File: config.mk
export PLATFORM = sky130hd
export DESIGN_NAME = count_monitor_flat
export DESIGN_NICKNAME = d
export VERILOG_FILES = /design/src/rtl/count_mon_pkg.sv /design/src/rtl/count_monitor_if.sv /design/src/rtl/count_mon_satcnt.sv /design/src/rtl/count_monitor.sv /design/src/flat_wrapper.sv
export SDC_FILE = /design/constraint.sdc
export NUM_CORES = 1
export LEC_CHECK = 0
export ABC_AREA = 0
export CORE_ASPECT_RATIO = 1.75
export CORE_MARGIN = 2
export CORE_UTILIZATION = 55
export DETAILED_ROUTE_END_ITERATION = 6
export GPL_TIMING_DRIVEN = 1
export PLACE_DENSITY = 0.88
export SETUP_SLACK_MARGIN = 0.1
export SYNTH_ARGS = -nofsm -noshare
export SYNTH_HDL_FRONTEND = slang
export SYNTH_SLANG_ARGS = --single-unit
File: constraint.sdc
create_clock -name clk -period 9.45 [get_ports clk]
set_input_delay 2.3625 -clock clk [delete_from_list [all_inputs] [get_ports clk]]
set_output_delay 2.3625 -clock clk [all_outputs]
set_load 0.01 [all_outputs]
File: src/rtl/count_mon_pkg.sv
// count_mon_pkg
//   Shared types and default constants for the count_monitor block.
//   state_t : monitor FSM encoding (IDLE / TRACK / DONE)
//   CM_*    : default parameter values used by the interface and the top.
package count_mon_pkg;

  typedef enum logic [1:0] {
    IDLE  = 2'b00,
    TRACK = 2'b01,
    DONE  = 2'b10
  } state_t;

  localparam int          CM_WIDTH     = 16;
  localparam int unsigned CM_THRESHOLD = 256;
  localparam int          CM_ERR_W     = 8;
  localparam int          CM_LOCK_N    = 4;

endpackage

File: src/rtl/count_monitor_if.sv
// count_monitor_if
//   Bundles the observed count bus, the monitor controls and the monitor
//   status outputs.
//   master : drives en, count, clr_err; observes the status outputs
//   slave  : the monitor itself (consumes controls, drives status)
//   Signals: en, count[WIDTH], clr_err, locked, err, err_cnt[ERR_W], done,
//            last_count[WIDTH]
interface count_monitor_if
  import count_mon_pkg::*;
#(
  parameter int WIDTH = CM_WIDTH,
  parameter int ERR_W = CM_ERR_W
);
  logic             en;
  logic [WIDTH-1:0] count;
  logic             clr_err;
  logic             locked;
  logic             err;
  logic [ERR_W-1:0] err_cnt;
  logic             done;
  logic [WIDTH-1:0] last_count;

  modport master (
    output en, count, clr_err,
    input  locked, err, err_cnt, done, last_count
  );

  modport slave (
    input  en, count, clr_err,
    output locked, err, err_cnt, done, last_count
  );
endinterface

File: src/rtl/count_mon_satcnt.sv
// count_mon_satcnt
//   Saturating up-counter with synchronous clear and increment. When clr and
//   inc arrive together the clear is applied first, so the result is 1.
//   Ports: clk, rst (sync, active-high), clr, inc, q[W] (count value)
//   Parameters: W (counter width), MAX (saturation value)
module count_mon_satcnt #(
  parameter int           W   = 8,
  parameter logic [W-1:0] MAX = '1
) (
  input  logic         clk,
  input  logic         rst,
  input  logic         clr,
  input  logic         inc,
  output logic [W-1:0] q
);

  logic [W-1:0] base;

  always_comb begin
    base = clr ? '0 : q;
  end

  always_ff @(posedge clk) begin
    if (rst) begin
      q <= '0;
    end else if (inc && (base != MAX)) begin
      q <= base + W'(1);
    end else begin
      q <= base;
    end
  end

endmodule

File: src/rtl/count_monitor.sv
// count_monitor
//   Receive-side checker for a free-running counter bus. Every enabled clock
//   the sampled count must equal the previous sample + 1 (mod 2^WIDTH).
//   Reports a one-cycle err pulse per mismatch, a saturating err_cnt, a
//   locked flag after LOCK_N consecutive good increments and a sticky done
//   flag once a sample reaches THRESHOLD. All outputs are registered.
//   Ports: clk, rst (sync, active-high), mon (count_monitor_if.slave)
//   Optional build macro COUNT_MON_HOLD_OK_EN: a repeated value while
//   tracking is treated as a counter stall instead of a mismatch.
module count_monitor
  import count_mon_pkg::*;
#(
  parameter int          WIDTH     = CM_WIDTH,
  parameter int unsigned THRESHOLD = CM_THRESHOLD,
  parameter int          ERR_W     = CM_ERR_W,
  parameter int          LOCK_N    = CM_LOCK_N
) (
  input  logic            clk,
  input  logic            rst,
  count_monitor_if.slave  mon
);

  localparam logic [ERR_W-1:0] ERR_MAX  = '1;
  localparam logic [7:0]       RUN_MAX  = 8'(LOCK_N);
  localparam logic [7:0]       LOCK_PRE = 8'(LOCK_N - 1);

  state_t           state, state_d;
  logic             err_q, err_d;
  logic             locked_q, locked_d;
  logic             done_q, done_d;
  logic [WIDTH-1:0] last_q, last_d;
  logic [7:0]       good_run;
  logic             run_clr, run_inc, err_inc;
  logic [WIDTH-1:0] expected;
  logic             match, stall, hit;

  // Compare in 64 bits so a THRESHOLD above the count range never fires.
  function automatic logic thr_hit(input logic [WIDTH-1:0] c);
    return 64'(c) >= 64'(THRESHOLD);
  endfunction

  assign expected = last_q + WIDTH'(1);
  assign match    = (mon.count == expected);
  assign hit      = thr_hit(mon.count);

`ifdef COUNT_MON_HOLD_OK_EN
  assign stall = (mon.count == last_q);
`else
  assign stall = 1'b0;
`endif

  always_comb begin
    state_d  = state;
    err_d    = 1'b0;
    locked_d = locked_q;
    done_d   = done_q;
    last_d   = last_q;
    run_clr  = 1'b0;
    run_inc  = 1'b0;
    err_inc  = 1'b0;
    case (state)
      IDLE: begin
        if (mon.en) begin
          // First sample only seeds the comparison.
          last_d  = mon.count;
          run_clr = 1'b1;
          if (hit) begin
            done_d  = 1'b1;
            state_d = DONE;
          end else begin
            state_d = TRACK;
          end
        end
      end
      TRACK: begin
        if (!mon.en) begin
          state_d  = IDLE;
          locked_d = 1'b0;
          run_clr  = 1'b1;
        end else begin
          last_d = mon.count;  // mismatch resyncs to the observed value
          if (stall) begin
            // counter held its value: nothing changes
          end else if (match) begin
            run_inc = 1'b1;
            if (good_run >= LOCK_PRE) locked_d = 1'b1;
          end else begin
            err_d    = 1'b1;
            err_inc  = 1'b1;
            locked_d = 1'b0;
            run_clr  = 1'b1;
          end
          if (hit) begin
            done_d  = 1'b1;
            state_d = DONE;
          end
        end
      end
      DONE: begin
        // terminal until reset; only clr_err still acts (in err counter)
      end
      default: state_d = IDLE;
    endcase
  end

  always_ff @(posedge clk) begin
    if (rst) begin
      state    <= IDLE;
      err_q    <= 1'b0;
      locked_q <= 1'b0;
      done_q   <= 1'b0;
      last_q   <= '0;
    end else begin
      state    <= state_d;
      err_q    <= err_d;
      locked_q <= locked_d;
      done_q   <= done_d;
      last_q   <= last_d;
    end
  end

  count_mon_satcnt #(
    .W   (ERR_W),
    .MAX (ERR_MAX)
  ) u_err_cnt (
    .clk (clk),
    .rst (rst),
    .clr (mon.clr_err),
    .inc (err_inc),
    .q   (mon.err_cnt)
  );

  count_mon_satcnt #(
    .W   (8),
    .MAX (RUN_MAX)
  ) u_good_run (
    .clk (clk),
    .rst (rst),
    .clr (run_clr),
    .inc (run_inc),
    .q   (good_run)
  );

  assign mon.err        = err_q;
  assign mon.locked     = locked_q;
  assign mon.done       = done_q;
  assign mon.last_count = last_q;

endmodule

File: src/flat_wrapper.sv
// flat-port wrapper written by rule: the top's interface ports become plain ports
module count_monitor_flat import count_mon_pkg::*;
#(
  parameter int          WIDTH     = CM_WIDTH,
  parameter int unsigned THRESHOLD = CM_THRESHOLD,
  parameter int          ERR_W     = CM_ERR_W,
  parameter int          LOCK_N    = CM_LOCK_N
)
  (clk, rst, mon_en, mon_count, mon_clr_err, mon_locked, mon_err, mon_err_cnt, mon_done, mon_last_count);
  count_monitor_if #(.WIDTH(WIDTH), .ERR_W(ERR_W)) mon_i ();
  input  logic clk;
  input  logic rst;
  input wire logic [$bits(mon_i.en)-1:0] mon_en;
  input wire logic [$bits(mon_i.count)-1:0] mon_count;
  input wire logic [$bits(mon_i.clr_err)-1:0] mon_clr_err;
  output wire logic [$bits(mon_i.locked)-1:0] mon_locked;
  output wire logic [$bits(mon_i.err)-1:0] mon_err;
  output wire logic [$bits(mon_i.err_cnt)-1:0] mon_err_cnt;
  output wire logic [$bits(mon_i.done)-1:0] mon_done;
  output wire logic [$bits(mon_i.last_count)-1:0] mon_last_count;
  assign mon_i.en = mon_en;
  assign mon_i.count = mon_count;
  assign mon_i.clr_err = mon_clr_err;
  assign mon_locked = mon_i.locked;
  assign mon_err = mon_i.err;
  assign mon_err_cnt = mon_i.err_cnt;
  assign mon_done = mon_i.done;
  assign mon_last_count = mon_i.last_count;
  count_monitor #(.WIDTH(WIDTH), .THRESHOLD(THRESHOLD), .ERR_W(ERR_W), .LOCK_N(LOCK_N)) u_core (.clk(clk), .rst(rst), .mon(mon_i));
endmodule
# Yosys cells after proc, flatten, opt, wreduce, memory -nomap -nowiden
# Cells that the tools add are included.
# totals
reg_bits	37
in_bits	20
output_inout_bits	27
wordCells	50
# op_classes
addsub	3
order_cmp	2
eq_ne	8
muxes	21
bitwise	1
reduce_logical	8
# ops
operator	n
8-bit 2-to-1 mux	4
16-bit by 1-bit adder with 16-bit output (second input constant)	1
8-bit by 1-bit adder with 8-bit output (second input constant)	2
16-bit == test	1
16-bit by 9-bit greater-or-equal comparator with 1-bit output (second input constant)	1
1-bit 2-to-1 mux	11
8-bit by 2-bit greater-or-equal comparator with 1-bit output (second input constant)	1
2-bit 2-to-1 mux	4
8-bit by 3-bit != test with 1-bit output (second input constant)	1
8-bit != test (second input constant)	1
2-bit case mux with 3 select lines	1
3-bit AND reduction	2
2-bit AND reduction	2
3-bit by 2-bit != test with 1-bit output (second input constant)	1
3-bit != test (second input constant)	1
2-bit by 1-bit == test with 1-bit output (second input constant)	1
2-bit == test (second input constant)	1
1-bit logical AND	2
2-bit zero test	1
2-bit != test (second input constant)	1
1-bit case mux with 2 select lines	1
2-bit OR reduction	1
1-bit inverter	1

# Logic depth before layout (Yosys ltp)
# depth
word_depth	9
depth_mapped	13
ltp_nobuf	13

# Cells and area by module
# A second synthesis with hierarchy kept.
# hier_totals
cells_unflattened	271
area_unflattened_um2	2183.3
# by_module_without_submodules
module	n_inst	cells_each	area_each_um2	seq_area_each_um2
count_monitor	1	178	1342.5	420.4
count_mon_satcnt (u_core.u_good_run)	1	52	471.7	160.2
count_mon_satcnt (u_core.u_err_cnt)	1	41	369.1	160.2

# Least setup slack after synthesis
# OpenSTA, ideal clock, no wires.
# synth_timing
kind	in2reg
startpoint	input mon_count[12]
endpoint	register u_core.u_good_run.q[4]
setup_time_ns	0.086
arrival_time_ns	4.687
required_ns	9.364
path_slack_ns	4.678
cell_stages	11
path_buffers	0
cell_sequence	xor2_1 -> o31ai_1 -> mux2_4 -> or3_4 -> nor4_1 -> a21oi_1 -> nor2b_1 -> ha_1 -> nand4_1 -> or3_1 -> a211oi_1
# synth_via
elab_chain_cells	8
elab_cells_between_ends	12
cone_classes	add/sub: 1; eq/ne: 2; mux: 8; reduce/logical: 1
# synth_lines
item	line_no	rtl
start: declaration	flat_wrapper.sv:14	input wire logic [$bits(mon_i.count)-1:0] mon_count;
16-bit == test (*)	count_monitor.sv:43	assign match = (mon.count == expected);
parallel branches: the longest is 6 deep, another holds 8-bit by 1-bit adder with 8-bit output	n/a	
8-bit 2-to-1 mux (*)	count_mon_satcnt.sv:26	end else if (inc && (base != MAX)) begin
end signal: assignment	count_mon_satcnt.sv:27	q <= base + W'(1);
end signal: assignment	count_mon_satcnt.sv:29	q <= base;
end: declaration	count_mon_satcnt.sv:14	output logic [W-1:0] q
# Mark *: on every way between the ends.
# A chain may end at the register's enable or synchronous reset.

# Final worst setup path
# Same ends and word-level chain as after synthesis.

==> results.md <==
- Outcome: completed
- Ant diodes: 0
- R2R Setup Slk: approximately 5900 ps
- DR vias: 2272
- Hold_buf cts: 0
- Seq/Total Area, Yosys: 33.0%
- Hpwl dp: 4210 um
- Worst hold slack: 472 ps
- Tot GR Track Use: between 20% and 30%
- Filler cell count: between 300 and 400
- Final setup violation count: 0
- Multi-input gate area: 1440 um2
- Wire per inst: roughly 15 um
- Worst hold-check path type: register to register
- Worst-path cell chain: clkdlybuf4s50_1 > xor2_1 > o31ai_1 > mux2_4 > or3_4 > nor4_1 > a21oi_1 > nor2b_1 > ha_1 > nand4_1 > or3_1 > a211oi_1
- Final Routed Wirelength: between 5000 and 6000 um
- Global-route wire length before repair: between 9000 and 10000 um
- Share of the synthesized area in the top cell type: 33.0%
- Pre-Repair DR Iteration Count: 5
- RSZ-0062 raised after global routing: false
- Util after Layout: between 70% and 80%
- Cell taking the most area after synthesis: dfxtp_1
- Max Fanout on Critical Path: 7
- Final cell count without fillers: ~380
- Slew headroom: 48.1%
- Initial DRC Count: around 60
- Via density per instance: 6.03
- Max-slew violation count: 0
- Final WS setup: 4170 ps
- GP Congestion: 0.937
- Max Cap Viol: 0
- Die H: 88.5 um
- Post-synth ARST share: 0%
- Register area: around 740 um2
- Ranking of synthesized cells by area: dfxtp_1 33%, nand2_1 9.2%, a21oi_1 5.6%, xnor2_1 4.3%, xor2_1 3.5%
- I/O Buffers: 46
- Pre-CTS setup slack: 3870 ps
- Data required, critical path: 9670 ps
- Syn. warnings: 0
- Area of the die: 4620 um2
- Worst setup SP type: input pin
- RR Startpoint: u_core.mon.last_count[0]$_SDFFE_PP0P_
- CTS Root Cell: clkbuf_8
- Rows: 30
- Fin. Hold Viols: 0
- Initial core utilization: between 50% and 60%
- Crit-path leading delay family: simple AND/OR/NAND/NOR gates
- Grt ovf: 0
- Cell Pwr Density: around 120 nW/um2
- Syn Area/Cell: approximately 7.9 um2
- Setup crit end kind: register
- Clk_lat worst skew: 300 ps
- Commonest non-fill, non-tap cells in the layout: 55 x nand2_1, 46 x clkdlybuf4s50_1, 37 x dfxtp_1, 25 x a21oi_1, 11 x xnor2_1
- Clock-pin slew on the worst setup and hold paths: 80 ps
- I/O pins: 47
- Final ANT Viol Nets: 0
- Worst Max-Slew Pin Slew: 772 ps
- TNS Setup: 0 ps
- Max stage delay on crit path: 520 ps
- Number of global-route vias before repair: roughly 2200
- H-Tree Depth: 2
- DRC Markers: 0
- Synthesis-to-layout area growth: 25.6%
- Hold wc startpoint: u_core.mon.done$_SDFFE_PP0P_
- Largest net degree at the start of global routing: 38
- Max Root-Sink Buffers: 2
- Post-route minimum period: 5280 ps
- CTS tree: done
- Antenna violations before repair: 0
- CTS resizes: 0
- Leakage: 0.973 nW
- Area of the core: slightly below 4000 um2
- Slowest CP cell: clkdlybuf4s50_1
- Library cells used by synthesis: 55
- Post-Syn Area: 2240 um2
- Most common cell after layout, fill and taps aside: nand2_1
- Die X: 52.3 um
- Cell total after placement: roughly 370
- Clock tree sinks: 37
- Syn_nets: 307
- Peak VDD IR: 0.000132 V
- Reg2reg path depth: 12
- CP Class: input pin to register
- CP arrival: 5500 ps
- Hold Crit Depth: 2
- Mapped Cells: 284
- Top_reg_cell synth: dfxtp_1
- Share of layout cells above drive strength 1: 6.69%
- Fmax: 189 MHz
- Fin crit share: 55.9%
- Critical R2R Capture: u_core.u_good_run.q[4]$_SDFF_PP0_
- Number of synthesized flops with an enable pin: 0
- Min-Delay Endpoint: u_core.mon.done$_SDFFE_PP0P_
- Final net count: around 350
- Post-synthesis register bit count: 37
- Setup Skew: between 8 and 9 ps
- Post-CTS Setup Repair Bufs: 0
- Critical path buffer and inverter count: 1
- Total CTS buffers: 5
## cells in the mapped netlist, types with 4 or more instances
| master | number |
|---|---|
| or3_1 | 4 |
| nand2b_1 | 4 |
| a21oi_1 | 25 |
| inv_1 | 5 |
| nor2_1 | 10 |
| clkbuf_1 | 8 |
| nor2b_1 | 8 |
| nor4_1 | 8 |
| xor2_1 | 9 |
| and3_1 | 7 |
| a31oi_1 | 5 |
| nand4_1 | 7 |
| dfxtp_1 | 37 |
| nor3_1 | 10 |
| a211oi_1 | 6 |
| xnor2_1 | 11 |
| nand3_1 | 9 |
| nand2_1 | 55 |
## cell type report
type | count | share of cell area, %
multi-input combinational | 231 | 51.1
sequential | 37 | 26.3
timing repair buffer | 48 | 16.9
clock buffer | 6 | 2.58
tap | 48 | 2.13
inverter | 5 | 0.666
clock inverter | 2 | 0.355
## report_power, final
| part | internal [W] | total [W] | switching, W |
|---|---|---|---|
| Combinational | 0.0000286 | 0.0000575 | 0.0000289 |
| Clock | 0.0000511 | 0.000109 | 0.0000580 |
| Sequential | 0.000161 | 0.000169 | 0.00000804 |
| Total | 0.000240 | 0.000335 | 0.0000949 |
## worst min-delay path, cell delays in order, from the launching register on
cell and delay (ps):
dfxtp_1 330, a21oi_1 40, nor2_1 70
## kinds of logic (layout without fill, tap and decap cells)
logic type | after synthesis | count (layout) | share of synthesized area [%]
multiplexers | 7 | 7 | 3.52
buffers and inverters | 16 | 61 | 2.79
AO/OA/AOI/OAI | 56 | 56 | 16.0
AND/OR/NAND/NOR | 145 | 145 | 35.2
adder cells (fa/ha/maj) | 3 | 3 | 1.67
XOR/XNOR | 20 | 20 | 7.81
flip-flops | 37 | 37 | 33.0
## stage by stage
stage / cell area, um2 / total power, W
finish: 2820 / 0.000335
global route: 2820 / 0.000351
CTS: 2820 / 0.000338
detailed placement: 2730 / 0.000229
global placement: 2730 / 0.000228
floorplan: 2240 / 0.000202
## registers in the layout, summed over array words and instances (netlist names)
register               count
u_core.mon.done            1
u_core.mon.locked          1
u_core.u_err_cnt.q         8
u_core.mon.last_count     16
u_core.u_good_run.q        8
u_core.mon.err             1
u_core.state               2
## routing by layer
| layer | track usage (%) | vias up | share of wire [%] |
|---|---|---|---|
| met5 | 0 | - | 0 |
| met4 | 14.7 | 0 | 3.6 |
| met3 | 4.90 | 18 | 4.3 |
| met2 | 48.4 | 68 | 54 |
| met1 | 29.0 | 1070 | 38 |
| li1 | - | 1116 | - |
## worst max-delay path by stage
stage,endpoint,startpoint,slack [ps],cells after the start
2_1_floorplan,u_core.u_good_run.q[4]$_SDFF_PP0_,mon_count[12],4680,11
6_report,u_core.u_good_run.q[4]$_SDFF_PP0_,mon_count[12],4170,12
3_3_place_gp,u_core.u_good_run.q[4]$_SDFF_PP0_,mon_count[12],4020,12
3_5_place_dp,u_core.u_good_run.q[4]$_SDFF_PP0_,mon_count[5],3870,12
5_1_grt,u_core.u_good_run.q[4]$_SDFF_PP0_,mon_count[12],3900,12
4_1_cts,u_core.u_good_run.q[4]$_SDFF_PP0_,mon_count[5],4180,12
No activity file was read; power rests on OpenSTA's default activity.
==> variant 1 (same flow settings) <==
Add a define of `COUNT_MON_HOLD_OK_EN`.
--- a/src/rtl/count_monitor.sv
+++ b/src/rtl/count_monitor.sv
@@ -7,6 +7,8 @@
 //   Ports: clk, rst (sync, active-high), mon (count_monitor_if.slave)
 //   Optional build macro COUNT_MON_HOLD_OK_EN: a repeated value while
 //   tracking is treated as a counter stall instead of a mismatch.
+`define COUNT_MON_HOLD_OK_EN
+
 module count_monitor
   import count_mon_pkg::*;
 #(
Check against the original RTL: not equivalent (Yosys sat finds a counterexample within 4 cycles, from zero or initial values and one cycle with rst high).
==> variant 1 against the unedited design <==
Combinational power is 8.3% higher; power is 12% higher; sequential power hardly changed; area after synthesis is 5.5% higher; largest power group unchanged; sequential cell count stayed put; clock power is 31% higher; hold slack better by 3.3 ps; clock skew is 3.5 ps higher; design area is 4.4% higher; setup slack better by 91 ps; wire length is 1.0% higher; synthesized cell count is 3.5% higher.
==> variant 1: results (changes against the unedited design) <==
WHS 475 ps (+3.27 ps); number of nets in the layout 358 (+2.0%); GRT Total Usage 25.8% (-1.2 points); Layout fillers 333 (+2.5%); crit path from mon_count[10]; Synth Area in Compound Gates 14.2% (-1.8 points); placed insts 377 (+2.2%); CLK BUF 7 (+1); Fmax 0.193 GHz (+1.7%); R2R Path Start u_core.mon.last_count[6]; Final GP Congestion 0.876 (-6.5%); fraction of area in multi-input gates 51.7% (+0.61 points); area of the multi-input gates 1520 um^2 (+5.7%); Layout clock area frac 3.96% (+1.0 points); Tightest Pin Transition 710 ps (-62.4 ps); CP arrival 5440 ps (-60 ps); buffering overhead 16.2% (-0.71 points); initial DRC count 77 (+26%); R2R setup slack 6310 ps (+390 ps); met3 routed WL 177 um (-28%); largest cells by area after synthesis dfxtp_1 (31%), nand2_1 (8.3%), xnor2_1 (7.4%), a21oi_1 (5.3%), nor2_1 (4.1%); P_comb 62.3 uW (+8.3%); Sw Pwr 96.6 uW (+1.8%); largest net degree at the start of global routing 34 (-11%); syn nets 317 (+3.3%); Worst VDD drop 0.130 mV (-1.3%); multi-input gate count 236 (+2.2%); Mean Syn Cell Area 8.04 um^2 (+1.9%); M3 GR Usage 4.80% (-0.097 points); fraction of area in registers 25.2% (-1.1 points); fin cells 385 (+2.1%); CP endpoint u_core.u_good_run.q[6]; vias in the first global route 2116 (-1.8%); xor/xnor share of the synthesized area 10.0% (+2.2 points); met1 usage 26.4% (-2.7 points); status finished clean; clk_skew 11.9 ps (+3.50 ps); die width 53.6 um (+2.5%); DR pass1 iterations 4 (-1); DRT met1 WL 2170 um (-0.64%); Met2 Wirelength 3250 um (+4.7%); inverter count 7 (+2); adder-cell area share of the yosys netlist 1.59% (-0.087 points)
==> variant 1: cell types whose count changed in the layout (fill, tap and decap cells not counted), moves of 3 or more <==
cell	delta
nor2_1	+16
xnor2_1	+9
nor3_1	-6
nor4_1	-5
a211oi_1	-4
a31oi_1	-3
a41oi_1	+3
mux2_2	-3
nand2_1	-3
nor3_2	+3
==> variant 1: worst min-delay path by stage <==
stage                           startpoint                      to  cells past startpoint
global route               u_core.mon.done         u_core.mon.done                      2
finish                     u_core.mon.done         u_core.mon.done                      2
detailed placement         u_core.mon.done         u_core.mon.done                      2
floorplan           u_core.u_good_run.q[7]  u_core.u_good_run.q[7]                      2
CTS                        u_core.mon.done         u_core.mon.done                      2
global placement           u_core.mon.done         u_core.mon.done                      2
==> variant 1: logic make-up after synthesis <==
kind of cell | count (synthesis)
flip-flops | 37
XOR/XNOR | 27
AND/OR/NAND/NOR | 153
buffers and inverters | 21
multiplexers | 5
AO/OA/AOI/OAI | 48
adder cells (fa/ha/maj) | 3
==> variant 2 (config.mk and constraints unchanged) <==
Without the edit above. Reset style: asynchronous (`rst`), changed in 2 clocked blocks.
--- a/src/rtl/count_mon_satcnt.sv
+++ b/src/rtl/count_mon_satcnt.sv
@@ -20,7 +20,7 @@
     base = clr ? '0 : q;
   end
 
-  always_ff @(posedge clk) begin
+  always_ff @(posedge clk or posedge rst) begin
     if (rst) begin
       q <= '0;
     end else if (inc && (base != MAX)) begin
--- a/src/rtl/count_monitor.sv
+++ b/src/rtl/count_monitor.sv
@@ -103,7 +103,7 @@
     endcase
   end
 
-  always_ff @(posedge clk) begin
+  always_ff @(posedge clk or posedge rst) begin
     if (rst) begin
       state    <= IDLE;
       err_q    <= 1'b0;
Formal check against the unedited RTL: differs if rst is asserted again (counterexample within 4 cycles, from zero or initial values and one cycle with rst high); with rst held inactive, the same outputs for 10 cycles.
==> variant 2 against the unedited design <==
Sequential cell count did not move; fmax shrank 2.2%; design area is 5.2% higher; global-route usage decreased by 1.6 points; wire length decreased by 4.5%; synthesized cell count is 13% lower; critical path depth unchanged; hold slack improved by 11 ps; count of clock-buffer cells in the layout unchanged; area after synthesis is 6.1% higher; clock skew down 1.2 ps; setup slack got worse by 120 ps; highest routed layer unchanged.
Power is not compared: it rests on default switching activity, and its combinational part moved more than twofold at a synthesized area within 25%.
==> variant 2: results (changes against the unedited design) <==
status finished clean; area of the multi-input gates 1400 um^2 (-2.9%); R2R Path Start u_core.mon.last_count[0]; Setup WS pre-CTS 3750 ps (-121 ps); Mean Syn Cell Area 9.63 um^2 (+22%); DRT met1 WL 2030 um (-7.3%); worst skew pair latency roughly 290 ps; post-synthesis sequential area ratio 38.9% (+5.9 points); number of nets in the layout 319 (-9.1%); WHS 484 ps (+11.4 ps); met1 usage 29.1% (about the same); initial antenna violation count 0 (unchanged); CP top delay family simple AND/OR/NAND/NOR gates; fin crit share 57.2% (+1.3 points); crit path from mon_count[12]; initial DRC count 61 (unchanged); Hold Path Class reg2reg; critical path's slowest cell or4_1; highest metal layer with signal wires met4; Root Buffer clkbuf_8; switching part of the total about a quarter; Post-synth ARST share 100% (+100 points); Clock transition at path regs 80 ps (about the same); RR Endpoint u_core.u_good_run.q[6]; GRT Total Usage 25.4% (-1.6 points); post-synth cell types 50 (-9.1%); Layout fillers 332 (+2.2%); share of layout cells above drive strength 1 13.8% (+7.1 points); WL per Instance 15.9 um (+4.0%); M3 GR Usage 3.78% (-1.1 points); placed insts 338 (-8.4%); DR pass1 iterations 4 (-1); relative slew slack 50.5% (+2.4 points); port bufs 46 (unchanged); Post-DP Area 2880 um^2 (+5.3%); routed wire length 5490 um (-4.5%); reg2reg path depth 12 (unchanged); post-cts sizing count 0 (unchanged); clk_skew 7.20 ps (-1.21 ps); critical-path maximum fanout 8 (+1); vias in the first global route 2131 (-1.1%); CP arrival 5630 ps (+130 ps); CP max stage delay between 500 and 600 ps; Met2 Wirelength 3080 um (-0.90%); WS Path Type in2reg; post-DP HPWL 4160 um (-1.1%); first-pass GRT wire length 9480 um (+0.73%); met3 routed WL 181 um (-26%); Final GP Congestion 0.930 (-0.78%); largest net degree at the start of global routing 38 (unchanged); met2 Use GR 43.5% (-5.0 points); largest cells by area after synthesis dfrtp_1 (39%), mux2_2 (7.6%), xor2_1 (4.0%), xnor2_1 (3.7%), a21oi_1 (3.2%); sink of the worst hold path u_core.mon.done; min-delay src u_core.mon.done; Via-to-Cell Ratio 6.16 (+2.2%); syn nets 270 (-12%); Post-synth top cells dfrtp_1 (37), nand2_1 (20), mux2_2 (16), a21oi_1 (15); Hold Path Depth 1 (-1); R2R setup slack 5890 ps (-30 ps)
[variant 2: changes by cell type in the layout (fill, tap and decap cells not counted), moves of 9 or more]
cell     change
mux2_2      +13
nand2_1     -35
a21oi_1     -10
dfrtp_1     +37
o21ai_0      +9
dfxtp_1     -37
[variant 2: logic make-up after synthesis]
kind of cell,after synthesis,share of synthesized area (%)
xor+xnor,22,8.41
buf+inv,12,2.37
fa+ha+maj,3,1.58
flops,37,38.9
compound gates,49,13.8
mux,17,7.99
simple gates,107,27.0
[variant 2: layout make-up]
class	count	share of cell area [%]
multi-input combinational	198	47.2
sequential	37	31.3
timing repair buffer	47	15.8
clock buffer	6	2.45
tap	49	2.07
inverter	7	0.887
clock inverter	2	0.338
[variant 2: worst reg2reg max path: stages, from the launching register on]
cell	delay, ps
dfrtp_1	470
ha_1	290
nor2b_1	150
or3_1	340
a31oi_1	260
nand4_1	180
or4_1	510
and2_1	260
nor2b_1	150
ha_1	200
nand4_1	110
or4_1	420
a21oi_1	150
